`src/rtl/dm_core_mh_if.sv`:
```
// dm_core_mh_if: DMI, hart run-control and abstract-register-access signals
// of the multi-hart debug module. The slave modport is the debug module side;
// the master modport is the environment (DTM bridge plus harts).
interface dm_core_mh_if #(
    parameter int unsigned NHARTS = 1,
    parameter int unsigned HW     = (NHARTS > 1) ? $clog2(NHARTS) : 1
);
    // DMI access port
    logic              iDmiReq;
    logic              iDmiWe;
    logic [6:0]        iDmiAddr;
    logic [31:0]       iDmiWData;
    logic              oDmiAck;
    logic [31:0]       oDmiRData;
    // per-hart run control
    logic [NHARTS-1:0] oHaltReq;
    logic [NHARTS-1:0] oResumeReq;
    logic [NHARTS-1:0] iHalted;
    logic [NHARTS-1:0] iResumeAck;
    logic              onRst;
    // abstract register access port
    logic              oArReq;
    logic              oArWrite;
    logic [HW-1:0]     oArHart;
    logic [15:0]       oArRegno;
    logic [31:0]       oArWData;
    logic              iArAck;
    logic              iArErr;
    logic [31:0]       iArRData;

    modport slave (
        input  iDmiReq, iDmiWe, iDmiAddr, iDmiWData,
        output oDmiAck, oDmiRData,
        output oHaltReq, oResumeReq, onRst,
        input  iHalted, iResumeAck,
        output oArReq, oArWrite, oArHart, oArRegno, oArWData,
        input  iArAck, iArErr, iArRData
    );

    modport master (
        output iDmiReq, iDmiWe, iDmiAddr, iDmiWData,
        input  oDmiAck, oDmiRData,
        input  oHaltReq, oResumeReq, onRst,
        output iHalted, iResumeAck,
        input  oArReq, oArWrite, oArHart, oArRegno, oArWData,
        output iArAck, iArErr, iArRData
    );
endinterface

```
`src/rtl/dm_core_mh.sv`:
```
// dm_core_mh: RISC-V debug module core (0.13 register map) for NHARTS harts.
// Decodes DMI accesses, drives per-hart halt/resume requests and ndmreset, and
// runs "access register" abstract commands over the oAr*/iAr* port.
// Optional feature: define DM_AUTOEXEC_EN to implement abstractauto
// (autoexecdata) at DMI address 0x18.
module dm_core_mh #(
    parameter int unsigned NHARTS = 1,
    parameter int unsigned NDATA  = 2,
    parameter int unsigned HW     = (NHARTS > 1) ? $clog2(NHARTS) : 1
) (
    input  logic         iClk,
    input  logic         nRst,
    dm_core_mh_if.slave  bus
);

    localparam logic [6:0] A_DATA0     = 7'h04;
    localparam logic [6:0] A_DMCONTROL = 7'h10;
    localparam logic [6:0] A_DMSTATUS  = 7'h11;
    localparam logic [6:0] A_ABSCS     = 7'h16;
    localparam logic [6:0] A_COMMAND   = 7'h17;
    localparam logic [6:0] A_ABSAUTO   = 7'h18;

    typedef enum logic [1:0] {S_IDLE, S_REQ, S_DONE} state_t;

    state_t            r_state, w_state_nxt;
    logic              r_dmactive, r_ndmreset;
    logic [9:0]        r_hartsel;
    logic [NHARTS-1:0] r_haltreq, r_resumereq, r_resumeack;
    logic [31:0]       r_data [NDATA];
    logic [2:0]        r_cmderr;
    logic [31:0]       r_cmd;
    logic              r_ar_write;
    logic [HW-1:0]     r_ar_hart;
    logic [15:0]       r_ar_regno;
    logic              r_ack;
    logic [31:0]       r_rdata;
`ifdef DM_AUTOEXEC_EN
    logic [NDATA-1:0]  r_autoexec;
`endif

    logic              w_wr, w_rd, w_busy, w_clr, w_dmc_wr, w_cmd_wr;
    logic              w_sel_exists, w_sel_halted, w_sel_haltreq, w_sel_resumeack;
    logic [HW-1:0]     w_sel_idx;
    logic              w_is_data, w_data_auto, w_auto;
    logic [31:0]       w_data_val;
    logic              w_launch, w_go_req, w_go_done;
    logic [31:0]       w_launch_cmd;
    logic [2:0]        w_launch_err;
    logic [31:0]       w_dmstatus, w_rdata;

    assign w_wr     = bus.iDmiReq & bus.iDmiWe;
    assign w_rd     = bus.iDmiReq & ~bus.iDmiWe;
    assign w_busy   = (r_state != S_IDLE);
    assign w_dmc_wr = w_wr && (bus.iDmiAddr == A_DMCONTROL);
    assign w_cmd_wr = w_wr && (bus.iDmiAddr == A_COMMAND);
    // Clearing dmactive resets the rest of the DM in the very next cycle.
    assign w_clr    = !r_dmactive || (w_dmc_wr && !bus.iDmiWData[0]);

    // Selected-hart lookup; a hartsel beyond NHARTS selects nothing.
    always_comb begin
        w_sel_exists    = 1'b0;
        w_sel_halted    = 1'b0;
        w_sel_haltreq   = 1'b0;
        w_sel_resumeack = 1'b0;
        w_sel_idx       = '0;
        for (int unsigned i = 0; i < NHARTS; i++) begin
            if (r_hartsel == 10'(i)) begin
                w_sel_exists    = 1'b1;
                w_sel_halted    = bus.iHalted[i];
                w_sel_haltreq   = r_haltreq[i];
                w_sel_resumeack = r_resumeack[i];
                w_sel_idx       = HW'(i);
            end
        end
    end

    // dataN address decode, current value and autoexec bit of the addressed word.
    always_comb begin
        w_is_data   = 1'b0;
        w_data_val  = '0;
        w_data_auto = 1'b0;
        for (int unsigned i = 0; i < NDATA; i++) begin
            if (bus.iDmiAddr == 7'(A_DATA0 + i)) begin
                w_is_data  = 1'b1;
                w_data_val = r_data[i];
`ifdef DM_AUTOEXEC_EN
                w_data_auto = r_autoexec[i];
`endif
            end
        end
    end

    assign w_auto       = bus.iDmiReq && w_is_data && w_data_auto && !w_busy && (r_cmderr == 3'd0);
    assign w_launch     = (w_cmd_wr && !w_busy && (r_cmderr == 3'd0)) || w_auto;
    assign w_launch_cmd = w_cmd_wr ? bus.iDmiWData : r_cmd;

    // Command acceptance checks, in priority order.
    always_comb begin
        w_launch_err = 3'd0;
        w_go_req     = 1'b0;
        w_go_done    = 1'b0;
        if (w_launch) begin
            if ((w_launch_cmd[31:24] != 8'd0) || (w_launch_cmd[22:20] != 3'd2))
                w_launch_err = 3'd2;
            else if (!w_sel_exists || !w_sel_halted)
                w_launch_err = 3'd4;
            else if (!w_launch_cmd[17])
                w_go_done = 1'b1;
            else
                w_go_req = 1'b1;
        end
    end

    // Command FSM state register.
    always_ff @(posedge iClk or negedge nRst) begin
        if (!nRst) r_state <= S_IDLE;
        else       r_state <= w_state_nxt;
    end

    // Command FSM next state.
    always_comb begin
        w_state_nxt = r_state;
        if (w_clr) begin
            w_state_nxt = S_IDLE;
        end else begin
            unique case (r_state)
                S_IDLE: begin
                    if (w_go_req)       w_state_nxt = S_REQ;
                    else if (w_go_done) w_state_nxt = S_DONE;
                end
                S_REQ:   if (bus.iArAck) w_state_nxt = S_DONE;
                S_DONE:  w_state_nxt = S_IDLE;
                default: w_state_nxt = S_IDLE;
            endcase
        end
    end

    // dmstatus view of the selected hart.
    always_comb begin
        w_dmstatus        = '0;
        w_dmstatus[22]    = 1'b1;
        w_dmstatus[7]     = 1'b1;
        w_dmstatus[3:0]   = 4'd2;
        if (w_sel_exists) begin
            w_dmstatus[17] = w_sel_resumeack;
            w_dmstatus[16] = w_sel_resumeack;
            w_dmstatus[11] = ~w_sel_halted;
            w_dmstatus[10] = ~w_sel_halted;
            w_dmstatus[9]  = w_sel_halted;
            w_dmstatus[8]  = w_sel_halted;
        end else begin
            w_dmstatus[15] = 1'b1;
            w_dmstatus[14] = 1'b1;
        end
    end

    // DMI read data mux.
    always_comb begin
        w_rdata = '0;
        if (w_is_data) begin
            w_rdata = w_data_val;
        end else begin
            case (bus.iDmiAddr)
                A_DMCONTROL: w_rdata = {w_sel_haltreq, 1'b0, 4'd0, r_hartsel, 14'd0, r_ndmreset, r_dmactive};
                A_DMSTATUS:  w_rdata = w_dmstatus;
                A_ABSCS:     w_rdata = {3'd0, 5'd0, 11'd0, w_busy, 1'b0, r_cmderr, 4'd0, 4'(NDATA)};
`ifdef DM_AUTOEXEC_EN
                A_ABSAUTO:   w_rdata = 32'(r_autoexec);
`endif
                default:     w_rdata = '0;
            endcase
        end
    end

    // DMI response, DM registers, hart requests and abstract-command datapath.
    always_ff @(posedge iClk or negedge nRst) begin
        if (!nRst) begin
            r_ack       <= 1'b0;
            r_rdata     <= '0;
            r_dmactive  <= 1'b0;
            r_ndmreset  <= 1'b0;
            r_hartsel   <= '0;
            r_haltreq   <= '0;
            r_resumereq <= '0;
            r_resumeack <= '0;
            r_cmderr    <= '0;
            r_cmd       <= '0;
            r_ar_write  <= 1'b0;
            r_ar_hart   <= '0;
            r_ar_regno  <= '0;
            for (int unsigned i = 0; i < NDATA; i++) r_data[i] <= '0;
`ifdef DM_AUTOEXEC_EN
            r_autoexec  <= '0;
`endif
        end else begin
            r_ack   <= bus.iDmiReq;
            r_rdata <= w_rd ? w_rdata : '0;
            if (w_dmc_wr) r_dmactive <= bus.iDmiWData[0];

            if (w_clr) begin
                r_ndmreset  <= 1'b0;
                r_hartsel   <= '0;
                r_haltreq   <= '0;
                r_resumereq <= '0;
                r_resumeack <= '0;
                r_cmderr    <= '0;
                r_cmd       <= '0;
                r_ar_write  <= 1'b0;
                r_ar_hart   <= '0;
                r_ar_regno  <= '0;
                for (int unsigned i = 0; i < NDATA; i++) r_data[i] <= '0;
`ifdef DM_AUTOEXEC_EN
                r_autoexec  <= '0;
`endif
            end else begin
                if (w_dmc_wr) begin
                    r_ndmreset <= bus.iDmiWData[1];
                    r_hartsel  <= bus.iDmiWData[25:16];
                    for (int unsigned i = 0; i < NHARTS; i++)
                        r_haltreq[i] <= (bus.iDmiWData[25:16] == 10'(i)) ? bus.iDmiWData[31] : 1'b0;
                end

                // A resume write beats a same-cycle iResumeAck for its hart.
                for (int unsigned i = 0; i < NHARTS; i++) begin
                    if (w_dmc_wr && (bus.iDmiWData[25:16] == 10'(i)) && bus.iDmiWData[30] &&
                        !bus.iDmiWData[31] && bus.iHalted[i]) begin
                        r_resumereq[i] <= 1'b1;
                        r_resumeack[i] <= 1'b0;
                    end else if (bus.iResumeAck[i]) begin
                        r_resumereq[i] <= 1'b0;
                        r_resumeack[i] <= 1'b1;
                    end
                end

                if (w_wr && !w_busy) begin
                    for (int unsigned i = 0; i < NDATA; i++)
                        if (bus.iDmiAddr == 7'(A_DATA0 + i)) r_data[i] <= bus.iDmiWData;
                end
                if ((r_state == S_REQ) && bus.iArAck && !bus.iArErr && !r_ar_write)
                    r_data[0] <= bus.iArRData;

                // Later assignments take priority: FSM errors override W1C and busy errors.
                if (w_wr && (bus.iDmiAddr == A_ABSCS) && !w_busy)
                    r_cmderr <= r_cmderr & ~bus.iDmiWData[10:8];
                if (w_busy && (r_cmderr == 3'd0) &&
                    ((w_wr && (w_cmd_wr || (bus.iDmiAddr == A_ABSCS) || w_is_data)) || (w_rd && w_is_data)))
                    r_cmderr <= 3'd1;
                if (w_launch_err != 3'd0)
                    r_cmderr <= w_launch_err;
                if ((r_state == S_REQ) && bus.iArAck && bus.iArErr)
                    r_cmderr <= 3'd3;

                if (w_cmd_wr && !w_busy && (r_cmderr == 3'd0))
                    r_cmd <= bus.iDmiWData;
                if (w_go_req) begin
                    r_ar_write <= w_launch_cmd[16];
                    r_ar_regno <= w_launch_cmd[15:0];
                    r_ar_hart  <= w_sel_idx;
                end
`ifdef DM_AUTOEXEC_EN
                if (w_wr && (bus.iDmiAddr == A_ABSAUTO))
                    r_autoexec <= bus.iDmiWData[NDATA-1:0];
`endif
            end
        end
    end

    assign bus.oDmiAck    = r_ack;
    assign bus.oDmiRData  = r_rdata;
    assign bus.oHaltReq   = r_haltreq;
    assign bus.oResumeReq = r_resumereq;
    assign bus.onRst      = ~r_ndmreset;
    assign bus.oArReq     = (r_state == S_REQ);
    assign bus.oArWrite   = r_ar_write;
    assign bus.oArHart    = r_ar_hart;
    assign bus.oArRegno   = r_ar_regno;
    assign bus.oArWData   = r_data[0];

endmodule

```
`src/flat_wrapper.sv`:
```
// flat-port wrapper written by rule: the top's interface ports become plain ports
module dm_core_mh_flat 
#(
    parameter int unsigned NHARTS = 1,
    parameter int unsigned NDATA  = 2,
    parameter int unsigned HW     = (NHARTS > 1) ? $clog2(NHARTS) : 1
)
  (iClk, nRst, bus_iDmiReq, bus_iDmiWe, bus_iDmiAddr, bus_iDmiWData, bus_oDmiAck, bus_oDmiRData, bus_oHaltReq, bus_oResumeReq, bus_onRst, bus_iHalted, bus_iResumeAck, bus_oArReq, bus_oArWrite, bus_oArHart, bus_oArRegno, bus_oArWData, bus_iArAck, bus_iArErr, bus_iArRData);
  dm_core_mh_if #(.NHARTS(NHARTS), .HW(HW)) bus_i ();
  input  logic iClk;
  input  logic nRst;
  input wire logic [$bits(bus_i.iDmiReq)-1:0] bus_iDmiReq;
  input wire logic [$bits(bus_i.iDmiWe)-1:0] bus_iDmiWe;
  input wire logic [$bits(bus_i.iDmiAddr)-1:0] bus_iDmiAddr;
  input wire logic [$bits(bus_i.iDmiWData)-1:0] bus_iDmiWData;
  output wire logic [$bits(bus_i.oDmiAck)-1:0] bus_oDmiAck;
  output wire logic [$bits(bus_i.oDmiRData)-1:0] bus_oDmiRData;
  output wire logic [$bits(bus_i.oHaltReq)-1:0] bus_oHaltReq;
  output wire logic [$bits(bus_i.oResumeReq)-1:0] bus_oResumeReq;
  output wire logic [$bits(bus_i.onRst)-1:0] bus_onRst;
  input wire logic [$bits(bus_i.iHalted)-1:0] bus_iHalted;
  input wire logic [$bits(bus_i.iResumeAck)-1:0] bus_iResumeAck;
  output wire logic [$bits(bus_i.oArReq)-1:0] bus_oArReq;
  output wire logic [$bits(bus_i.oArWrite)-1:0] bus_oArWrite;
  output wire logic [$bits(bus_i.oArHart)-1:0] bus_oArHart;
  output wire logic [$bits(bus_i.oArRegno)-1:0] bus_oArRegno;
  output wire logic [$bits(bus_i.oArWData)-1:0] bus_oArWData;
  input wire logic [$bits(bus_i.iArAck)-1:0] bus_iArAck;
  input wire logic [$bits(bus_i.iArErr)-1:0] bus_iArErr;
  input wire logic [$bits(bus_i.iArRData)-1:0] bus_iArRData;
  assign bus_i.iDmiReq = bus_iDmiReq;
  assign bus_i.iDmiWe = bus_iDmiWe;
  assign bus_i.iDmiAddr = bus_iDmiAddr;
  assign bus_i.iDmiWData = bus_iDmiWData;
  assign bus_oDmiAck = bus_i.oDmiAck;
  assign bus_oDmiRData = bus_i.oDmiRData;
  assign bus_oHaltReq = bus_i.oHaltReq;
  assign bus_oResumeReq = bus_i.oResumeReq;
  assign bus_onRst = bus_i.onRst;
  assign bus_i.iHalted = bus_iHalted;
  assign bus_i.iResumeAck = bus_iResumeAck;
  assign bus_oArReq = bus_i.oArReq;
  assign bus_oArWrite = bus_i.oArWrite;
  assign bus_oArHart = bus_i.oArHart;
  assign bus_oArRegno = bus_i.oArRegno;
  assign bus_oArWData = bus_i.oArWData;
  assign bus_i.iArAck = bus_iArAck;
  assign bus_i.iArErr = bus_iArErr;
  assign bus_i.iArRData = bus_iArRData;
  dm_core_mh #(.NHARTS(NHARTS), .NDATA(NDATA), .HW(HW)) u_core (.iClk(iClk), .nRst(nRst), .bus(bus_i));
endmodule
```
`config.mk`:
```
export PLATFORM = sky130hd
export DESIGN_NAME = dm_core_mh_flat
export DESIGN_NICKNAME = d
export VERILOG_FILES = /design/src/rtl/dm_core_mh_if.sv /design/src/rtl/dm_core_mh.sv /design/src/flat_wrapper.sv
export SDC_FILE = /design/constraint.sdc
export NUM_CORES = 1
export LEC_CHECK = 0
export CORE_UTILIZATION = 30
export CTS_CLUSTER_SIZE = 12
export DETAILED_ROUTE_END_ITERATION = 8
export HOLD_SLACK_MARGIN = 0.03
export SKIP_LAST_GASP = 1
export SYNTH_ARGS = -nofsm -noshare
export SYNTH_HDL_FRONTEND = slang
export SYNTH_SLANG_ARGS = --single-unit
```
`constraint.sdc`:
```
create_clock -name iClk -period 2.9 [get_ports iClk]
set_input_delay 0.58 -clock iClk [delete_from_list [all_inputs] [get_ports iClk]]
set_output_delay 0.58 -clock iClk [all_outputs]
set_load 0.005 [all_outputs]
```
# After elaboration in Yosys (flattened, before gate mapping)
# Cells that the tools add are included.
# op_classes
eq_ne,10
n_mux,62
bitwise_logic,7
n_reduce_logical,53
# op_table
op,n
$mux W32,10
$mux W64,2
$pmux W32 S3,1
$mux W16,2
$mux W1,29
$eq A7 B5 Y1 const B,4
$mux W3,8
$logic_and A1 B1 Y1,20
$logic_not A10 Y1,2
$mux W10,2
$eq A7 B3 Y1 const B,2
$mux W2,6
$reduce_bool A2 Y1,6
$reduce_bool A3 Y1,4
$logic_not A1 Y1,8
$reduce_bool A8 Y1,1
$logic_or A1 B1 Y1,6
$reduce_and A2 Y1,3
$reduce_bool A5 Y1,1
$mux W4,1
$ne A4 B1 Y1 const B,1
$pmux W2 S2,1
$and A3 B3 Y3,1
$logic_not A3 Y1,1
other kinds (7),10
# word_totals
ff_bits,167
input_bits,79
output_inout_bits,87
elab_cells,148

# Logic depth before layout (Yosys ltp)
# Gate-level depths: netlist of run 1.
# depth
word_depth,11
depth_mapped,8
ltp_nobuf,5

# Least setup slack after synthesis of run 1
# OpenSTA, ideal clock, no wires.
# synth_path
kind,in2reg
startpoint,input bus_iDmiAddr[3]
endpoint,register u_core.r_ar_regno[10] (netlist: u_core.bus.oArRegno[10])
setup_ns,0.076
arrival_time_ns,2.478
required_time_ns,2.824
path_slack_ns,0.345
cell_stages,8
path_buffers,3
cell_sequence,or4b_1 buf_2 nor4_4 nand4_1 or3_1 clkbuf_1 buf_2 o21ai_1
# synth_between
elab_chain_cells,8
elab_cells_between_ends,19
cone_classes,eq/ne (3); mux (7); reduce/logical (9)
# synth_lines
item,line,text
start: declaration,flat_wrapper.sv:14,input wire logic [$bits(bus_i.iDmiAddr)-1:0] bus_iDmiAddr;
$eq A7 B5 Y1,dm_core_mh.sv:55,assign w_cmd_wr = w_wr && (bus.iDmiAddr == A_COMMAND);
$logic_and A1 B1 Y1,dm_core_mh.sv:55,
$mux W32,dm_core_mh.sv:95,assign w_launch_cmd = w_cmd_wr ? bus.iDmiWData : r_cmd;
$reduce_bool A8 Y1 (tied with other cells),dm_core_mh.sv:103,if ((w_launch_cmd[31:24] != 8'd0) || (w_launch_cmd[22:20] != 3'd2))
$logic_or A1 B1 Y1 / $mux W1 (equally long branches),"dm_core_mh.sv:103, dm_core_mh.sv:105",
$mux W1,dm_core_mh.sv:103,
$mux W1,dm_core_mh.sv:102,if (w_launch) begin
$reduce_bool A2 Y1 (no line),-,
end signal: assignment,dm_core_mh.sv:257,r_ar_regno <= w_launch_cmd[15:0];
end: declaration,dm_core_mh.sv:34,logic [15:0] r_ar_regno;
# Several ways; a longest one is shown, not always the timed one. The select of a mux whose other input is x is not followed.
# A chain may end at the register's enable or synchronous reset.

# Final worst setup path of run 1
# layout_path
startpoint,input bus_iDmiAddr[3]
endpoint,register u_core.r_ar_regno[0] (netlist: u_core.bus.oArRegno[0])
# Same word-level chain as after synthesis.

==> results of run 1 <==
## stage by stage
step	utilization, %	hold slack [ps]	setup TNS, ps	worst slack [ps]	total power [mW]
2_1_floorplan	-	284	0	345	2.23
3_3_place_gp	39.8	501	-262	-45.8	2.49
3_5_place_dp	39.8	509	-510	-83.1	2.48
4_1_cts	42.2	160	0	365	4.67
5_1_grt	42.2	178	0	197	4.77
6_report	42.2	155	0	383	4.62
## cell type report
| cell class | instances | area [um2] | share of cell area (%) |
|---|---|---|---|
| Sequential cell | 151 | 3780 | 37.8 |
| Multi-Input combinational cell | 536 | 3060 | 30.6 |
| Timing Repair Buffer | 223 | 2170 | 21.7 |
| Clock buffer | 19 | 443 | 4.43 |
| Tap cell | 319 | 399 | 4.00 |
| Clock inverter | 12 | 129 | 1.29 |
| Inverter | 3 | 11.3 | 0.113 |
## sequential cells by signal (all words and copies together), names as in the netlist
| signal | flops |
|---|---|
| u_core.bus.oArRegno | 16 |
| u_core.bus.oArWData | 32 |
| u_core.bus.oArWrite | 1 |
| u_core.bus.oDmiAck | 1 |
| u_core.bus.oDmiRData | 32 |
| u_core.bus.oHaltReq | 1 |
| u_core.bus.oResumeReq | 1 |
| u_core.r_cmd | 17 |
| u_core.r_cmderr | 3 |
| u_core.r_data | 32 |
| u_core.r_dmactive | 1 |
| u_core.r_hartsel | 10 |
| u_core.r_ndmreset | 1 |
| u_core.r_resumeack | 1 |
| u_core.r_state | 2 |
## worst max-delay path, stage by stage
cell	delay [ps]
clkdlybuf4s50_1	410
or4b_1	670
nor4_4	330
nand4_1	140
or3_1	340
buf_4	200
o21ai_0	190
## worst paths after layout
check	slack [ps]	from	cells past startpoint	endpoint
min in group iClk	520	u_core.r_data[2]$_DFFE_PN0P_	2	u_core.bus.oDmiRData[2]$_DFF_PN0_
hold / removal	150	nRst	1	u_core.bus.oDmiRData[18]$_DFF_PN0_
max in group asynchronous	2070	nRst	2	u_core.r_cmd[11]$_DFFE_PN0P_
hold reg to reg	520	u_core.r_data[2]$_DFFE_PN0P_	2	u_core.bus.oDmiRData[2]$_DFF_PN0_
setup / recovery	380	bus_iDmiAddr[3]	7	u_core.bus.oArRegno[0]$_DFFE_PN0P_
setup reg to reg	570	u_core.r_hartsel[9]$_DFFE_PN0P_	6	u_core.bus.oArRegno[0]$_DFFE_PN0P_
## cells by family (layout without fill, tap and decap cells)
group,Yosys count,count (layout),synth area share [%]
other,1,1,0.0514
muxes,56,56,7.77
DFF,151,151,51.8
and+or+nand+nor,294,294,18.0
AOI/OAI and AO/OA,185,185,15.7
buffers and inverters,95,257,6.69
## synth_stat cells (all sizes together)
| cell | instances | area share (%) |
|---|---|---|
| dfrtp | 151 | 52 |
| nand2 | 143 | 7.4 |
| a21oi | 74 | 5.1 |
| nor2 | 59 | 3.0 |
| mux2i | 51 | 7.0 |
| nand3 | 50 | 3.4 |
| clkbuf | 48 | 2.5 |
| buf | 44 | 4.1 |
| a211oi | 34 | 3.5 |
| o21ai | 27 | 1.9 |
| o21a | 13 | 1.3 |
| a21boi | 12 | 1.2 |
| a22oi | 11 | 1.1 |
| nor4 | 7 | 0.81 |
| and3 | 6 | 0.51 |
| mux2 | 5 | 0.77 |
| a31oi | 4 | 0.34 |
| nor2b | 4 | 0.34 |
| nor3 | 4 | 0.27 |
| a21o | 3 | 0.31 |
| inv | 3 | 0.15 |
| nand2b | 3 | 0.26 |
| nand4b | 3 | 0.36 |
| a32oi | 2 | 0.24 |
| and2 | 2 | 0.17 |
| nand4 | 2 | 0.17 |
| nor4b | 2 | 0.24 |
| o31ai | 2 | 0.27 |
| or3 | 2 | 0.17 |
| a222oi | 1 | 0.14 |
| and3b | 1 | 0.12 |
| and4 | 1 | 0.12 |
| conb | 1 | 0.051 |
| nand3b | 1 | 0.10 |
| nand4bb | 1 | 0.15 |
| nor3b | 1 | 0.10 |
| o2111ai | 1 | 0.12 |
| o211a | 1 | 0.14 |
| or3b | 1 | 0.12 |
| or4b | 1 | 0.14 |
## routing by layer
layer  part of all wire [%]  vias up  GRT usage, %
li1                       -     3003             -
met2                     46      222          30.2
met1                     46     3080          27.8
met3                    7.1       11          4.60
met5                      0        -             0
met4                   0.59        0          3.85
## power groups by stage
stage               clock network (mW)  registers, mW  logic, mW
detailed placement                   0           2.15      0.334
global placement                     0           2.15      0.335
finish                            2.18           2.11      0.330
CTS                               2.22           2.11      0.336
floorplan                            0           2.15     0.0796
global route                      2.30           2.11      0.358
==> flow_summary_export.csv, run 1 <==
group,metric,value,unit
place,place_inst,1232,
setup_path,path_class,"input port to flip-flop",
place,placed_area,9420,um2
place,hpwl,16.8,mm
die,pin_count,166,
finish,drive_above_1_share,10.9,%
detailed_routing,wirelength,23.3,mm
sta,fmax,397,MHz
cts,clock_path_buffers,2,
setup_path,endpoint_kind,"flip-flop",
pwr,ir_drop,321,uV
setup_path,start_kind,"input port",
setup_path,worstPathMaxFanout,17,
sta,period_minus_slack,2520,ps
place,port_buffers,164,
sta,finClkSkew,13.8,ps
pwr,combPwrFrac,7.1,%
synthesis,yosys.cell_types.count,45,
pwr,internal_power,3.54,mW
finish,layout_common_cells,"162 x clkdlybuf4s50_1, 151 x dfrtp_1, 143 x nand2_1, 74 x a21oi_1, 58 x nor2_1",
synthesis,avgSynthCellArea,9.33,um2
sta,slew_viol_final,0,
detailed_routing,drc_errors,0,
setup_path,cp.required,3250,ps
grt,grt_max_degree,61,
finish,fin_cells,1263,
synthesis,syn_inst,782,
cts,clock_latency,430,ps
die,core,23700,um2
detailed_routing,ant_nets,0,
synthesis,synth_nets,861,
synthesis,synth-seq-cells,151,
grt,grt-ovfl-total,0,
die,start_util,30.8,%
pwr,power.clock.fraction,47.2,%
detailed_routing,dr.pass1.iters,5,
finish,final_cell_area,9990,um2
finish,final_common_cell,"clkdlybuf4s50_1",
finish,diodes,0,
cts,postCtsHoldBufs,0,
status,status,"finished clean",
synthesis,synth.cell_area,7290,um2
sta,finalCritPeriodShare,86.8,%
cts,cts_resized,0,
grt,grt_usage,19.5,%
finish,nFillCells,2375,
setup_path,worstPathArrival,2860,ps
cts,htreeDepth,4,
grt,grt_pass1_wl,36.1,mm
die,row_count,56,
cts,cts.sink_count,151,
sta,rsz0062_at_grt,"no",
grt,grt_pass1_vias,6187,
cts,cts_tree,"built",
cts,numCtsBuffers,17,
grt,antenna_found_initial,1,
finish,fin_nets,1011,
pwr,power.density,463,nW/um2
pwr,cellLeakagePower,4.03,nW
pwr,power.switching,1.08,mW
place,gp_congestion,0.860,
detailed_routing,wire_per_inst,18.5,um
cts,postCtsSetupRepairBufs,0,
sta,hold_violations,0,
cts,clockRootBuffer,"clkbuf_16",
detailed_routing,drt_iter0_drc,369,
detailed_routing,vias_per_cell,5.00,
die,die_area,24900,um2
die,die_y,158,um
finish,area_growth,36.9,%
min_path,min_path_type,"input port to asynchronous set/reset pin",
synthesis,synth_warnings,0,
die,die_w,158,um
pwr,seqPwrFrac,45.7,%
sta,tightest_slew,625,ps
sta,setup_violations,0,
sta,slew_headroom,57.9,%
detailed_routing,via_count,6316,
synthesis,ys_seq_area_share,51.8,%
pwr,sw_frac_of_total,23.4,%
cts,path_clk_slew,60,ps
run,cap_viol_max_count,0,
Power figures use the tool's default switching activity.
==> inputs of run 2 (changes only) <==
--- a/config.mk
+++ b/config.mk
@@ -5,6 +5,7 @@
 export SDC_FILE = /design/constraint.sdc
 export NUM_CORES = 1
 export LEC_CHECK = 0
+export CORE_MARGIN = 1
 export CORE_UTILIZATION = 30
 export CTS_CLUSTER_SIZE = 12
 export DETAILED_ROUTE_END_ITERATION = 8
==> results of run 2 <==
The final DEF is identical to that of run 1; final timing and power are the same.
